--- config.mk ---
export PLATFORM = sky130hd
export DESIGN_NAME = ir_queue
export DESIGN_NICKNAME = d
export VERILOG_FILES = /design/src/rtl/ir_queue.sv
export SDC_FILE = /design/constraint.sdc
export NUM_CORES = 1
export LEC_CHECK = 0
export CAP_MARGIN = 20
export CORE_UTILIZATION = 40
export DETAILED_ROUTE_END_ITERATION = 7
export HOLD_SLACK_MARGIN = 0.03
export SETUP_SLACK_MARGIN = 0.2
export SLEW_MARGIN = 20
export SYNTH_ARGS = -nofsm -noshare
export SYNTH_HDL_FRONTEND = slang
export SYNTH_SLANG_ARGS = --single-unit
--- constraint.sdc ---
create_clock -name clk -period 4.05 [get_ports clk]
set_input_delay 1.215 -clock clk [delete_from_list [all_inputs] [get_ports clk]]
set_output_delay 1.215 -clock clk [all_outputs]
set_load 0.1 [all_outputs]
--- src/rtl/ir_queue.sv ---
// ir_queue: DEPTH-entry instruction prefetch queue between the shared bus and
// the control/decode unit. The head entry is presented as ir_out, split into
// opcode and operand fields.
// Optional macro IR_QUEUE_OVF_EN adds a sticky overflow flag output (ir_ovf).
module ir_queue #(
  parameter int WIDTH = 16,
  parameter int DEPTH = 4,
  parameter int OPC_W = 4
) (
  input  logic                     clk,
  input  logic                     rst_n,
  input  logic                     ir_write,
  input  logic [WIDTH-1:0]         bus,
  input  logic                     ir_next,
  input  logic                     flush,
  output logic                     ir_valid,
  output logic                     ir_full,
  output logic [WIDTH-1:0]         ir_out,
  output logic [OPC_W-1:0]         opcode,
  output logic [WIDTH-OPC_W-1:0]   operand,
  output logic [$clog2(DEPTH):0]   level
`ifdef IR_QUEUE_OVF_EN
  ,
  output logic                     ir_ovf
`endif
);

  localparam int AW = $clog2(DEPTH);
  localparam int CW = AW + 1;

  logic [WIDTH-1:0] mem [DEPTH];
  logic [AW-1:0]    wr_ptr;
  logic [AW-1:0]    rd_ptr;
  logic [CW-1:0]    count;
  logic             push;
  logic             pop;

  // Status flags come only from the registered count.
  always_comb begin
    ir_valid = (count != '0);
    ir_full  = (count == CW'(DEPTH));
    level    = count;
  end

  // Accept conditions; flush suppresses both, and a full queue can still take
  // a push when the head is retired in the same cycle.
  always_comb begin
    pop  = ir_next && !flush && ir_valid;
    push = ir_write && !flush && (!ir_full || pop);
  end

  // Head word is forced to zero while empty; opcode/operand are pure slices.
  always_comb begin
    ir_out  = ir_valid ? mem[rd_ptr] : '0;
    opcode  = ir_out[WIDTH-1 -: OPC_W];
    operand = ir_out[WIDTH-OPC_W-1:0];
  end

  // Storage array, written at the tail on an accepted push; not reset.
  always_ff @(posedge clk) begin
    if (push) begin
      mem[wr_ptr] <= bus;
    end
  end

  // Pointer and occupancy tracking; flush returns everything to empty.
  always_ff @(posedge clk or negedge rst_n) begin
    if (!rst_n) begin
      wr_ptr <= '0;
      rd_ptr <= '0;
      count  <= '0;
    end else if (flush) begin
      wr_ptr <= '0;
      rd_ptr <= '0;
      count  <= '0;
    end else begin
      if (push) begin
        wr_ptr <= wr_ptr + AW'(1);
      end
      if (pop) begin
        rd_ptr <= rd_ptr + AW'(1);
      end
      if (push && !pop) begin
        count <= count + CW'(1);
      end else if (pop && !push) begin
        count <= count - CW'(1);
      end
    end
  end

`ifdef IR_QUEUE_OVF_EN
  // Sticky flag for a push rejected because the queue was full with no pop.
  always_ff @(posedge clk or negedge rst_n) begin
    if (!rst_n) begin
      ir_ovf <= 1'b0;
    end else if (flush) begin
      ir_ovf <= 1'b0;
    end else if (ir_write && ir_full && !pop) begin
      ir_ovf <= 1'b1;
    end
  end
`endif

endmodule
==> reports/metrics.yaml <==
start_kind: "register"
period_minus_slack_ns: 3.40
dp_hpwl_um: 3410
hp-class: "register to register"
drc: 0
synthFlopType: "edfxtp_1"
crit_family: "flip-flops"
timing_worst_slew_pin_value_ns: 0.971
final_antenna_net_count: 0
cp.required_ns: 2.83
grt_pass1_wl_um: 8160
rows: 31
synth_edf_count: 64
place_congestion: 0.759
setup_viol: 0
worstPathCellList: "buf_12 -> mux4_2 -> and2_2 -> buf_4"
fmax_ghz: 0.295
seq_area_frac_synth: 0.676
initial_utilization: 0.421
antennaDiodeCount: 0
critPathKind: "register to primary output"
vias: 1633
drive_gt1_frac: 0.356
antenna_found_initial: 0
max-clock-path-buffers: 2
fp.dieH_um: 90.1
cts_hold_buf: 0
track_usage: 0.137
slew_headroom: 0.351
final_net_count: 257
syn_inst: 183
max_cap_viol_count: 0
cts_tree: "done"
clk_pin_slew_ns: 0.06
status: "finished clean"
fin_setup_tns_ns: 0
viasPerCell: 4.87
synth.net_count: 209
hold_viol_final: 0
drt_iter0_drc: 54
fin_crit_sh: 0.838
portBuffers: 57
die_w_um: 90.1
ys_ff_latch: 71
core_mm2: 0.00737
rsz0062_at_grt: "no"
htree_levels: 3
crit_path_max_incr_delay_ns: 0.66
syn2layout_area_growth_pct: 21.6
async_flop_share: 0.0986
path_buf_inv: 2
ios: 58
ctsResizeCount: 0
cts_root_buf: "clkbuf_8"
synth_cell_type_count: 35
critPathMaxFanout: 11
grt_pass1_vias: 1594
syn_area_mm2: 0.00310
drv_slew: 0
cp.arrival_ns: 2.18
finalWirelength_um: 5110
syn_avg_cell_area_um2: 17.0
cp-end-kind: "primary output"
worst_path_max_delay_cell: "dfrtp_1"
grt-ovfl-total: 0
wl_per_cell_um: 15.3
grt_max_degree: 18
detail_route.first_pass.iterations: 4
cts_num_sinks: 71
fin_worst_skew_ns: 0.00544
insertion_delay_ns: 0.33
ys_warn_count: 0
postCtsSetupBuffers: 0
die_area_mm2: 0.00812
cts_made_buffers: 9
cells in the mapped netlist, types with 2 or more instances:
cell type / number / area (um2)
a21oi_1: 2 / 10.0
ha_1: 4 / 50.1
xnor2_1: 2 / 17.5
nor3_1: 2 / 10.0
and2_1: 21 / 131
inv_1: 6 / 22.5
edfxtp_1: 64 / 1920
mux4_2: 16 / 360
clkbuf_1: 3 / 11.3
dfrtp_1: 7 / 175
buf_2: 4 / 20.0
buf_4: 17 / 128
nor2_1: 8 / 30.0
nand3_1: 3 / 15.0
xor2_1: 2 / 17.5
o211ai_1: 2 / 15.0
o21ai_0: 2 / 10.0
cell families after synthesis:
group | Yosys count | share of synthesized area
buffers and inverters | 33 | 0.0649
flip-flops | 71 | 0.676
AND/OR/NAND/NOR | 39 | 0.0738
adder cells (fa/ha/maj) | 5 | 0.0226
AO/OA/AOI/OAI | 14 | 0.0322
multiplexers | 17 | 0.120
XOR/XNOR | 4 | 0.0113
metrics by stage:
step	util	hold WS, ns	setup slack, ns	cell area [um2]	instances
after floorplan	-	0.557	0.215	3120	183
after global placement	0.490	0.595	0.601	3610	319
after detailed placement	0.490	0.586	0.540	3610	319
after CTS	0.512	0.596	0.601	3770	335
after global routing	0.512	0.646	0.525	3770	335
final	0.512	0.598	0.655	3770	335
metal layers:
| metal | share of wire | up-vias | track usage |
|---|---|---|---|
| li1 | - | 768 | - |
| met1 | 0.43 | 813 | 0.168 |
| met2 | 0.51 | 46 | 0.219 |
| met3 | 0.044 | 6 | 0.0406 |
| met4 | 0.011 | 0 | 0.0726 |
| met5 | 0 | - | 0 |
area by class of cell:
cell class                      count  area [um2]
Timing Repair Buffer               64         548
Inverter                            6        22.5
Tap cell                           99         124
Clock buffer                       14         153
Clock inverter                      2        8.76
Sequential cell                    71        2100
Multi-Input combinational cell     79         817
Fill cell                         639        3600
worst register-to-register path, delay by kind of cell, from the launching register on:
kind            cells  cell delay (ns)
fa+ha+maj           1             0.37
compound gates      2             0.33
simple gates        4             0.92
flops               1             0.47
flip-flops by register name, summed over array words and instances, names as in the netlist:
signal / flops
level: 3
mem: 64
rd_ptr: 2
wr_ptr: 2
worst paths after layout:
kind / cells after the start / slack, ns / from / endpoint
max: 4 / 0.65 / rd_ptr[0]$_DFFE_PN0P_ / operand[7]
min: 2 / 0.60 / wr_ptr[1]$_DFFE_PN0P_ / wr_ptr[1]$_DFFE_PN0P_
max in group asynchronous: 1 / 2.61 / rst_n / level[2]$_DFFE_PN0P_
min in group asynchronous: 1 / 1.15 / rst_n / wr_ptr[1]$_DFFE_PN0P_
max reg2reg: 7 / 1.88 / level[0]$_DFFE_PN0P_ / level[2]$_DFFE_PN0P_
min reg2reg: 2 / 0.60 / wr_ptr[1]$_DFFE_PN0P_ / wr_ptr[1]$_DFFE_PN0P_
cells in the final DEF, fill, tap and decap left out, types with 4 or more instances in the layout:
| master | count |
|---|---|
| and2_2 | 9 |
| clkdlybuf4s50_1 | 22 |
| clkbuf_8 | 10 |
| buf_4 | 41 |
| ha_1 | 4 |
| clkbuf_1 | 4 |
| mux4_2 | 16 |
| and2_1 | 12 |
| dfrtp_1 | 4 |
| inv_1 | 6 |
| edfxtp_1 | 64 |
| nor2_1 | 8 |
Power is not shown: default switching activity piles up to over one toggle a cycle in this logic, so the estimate is an artifact.
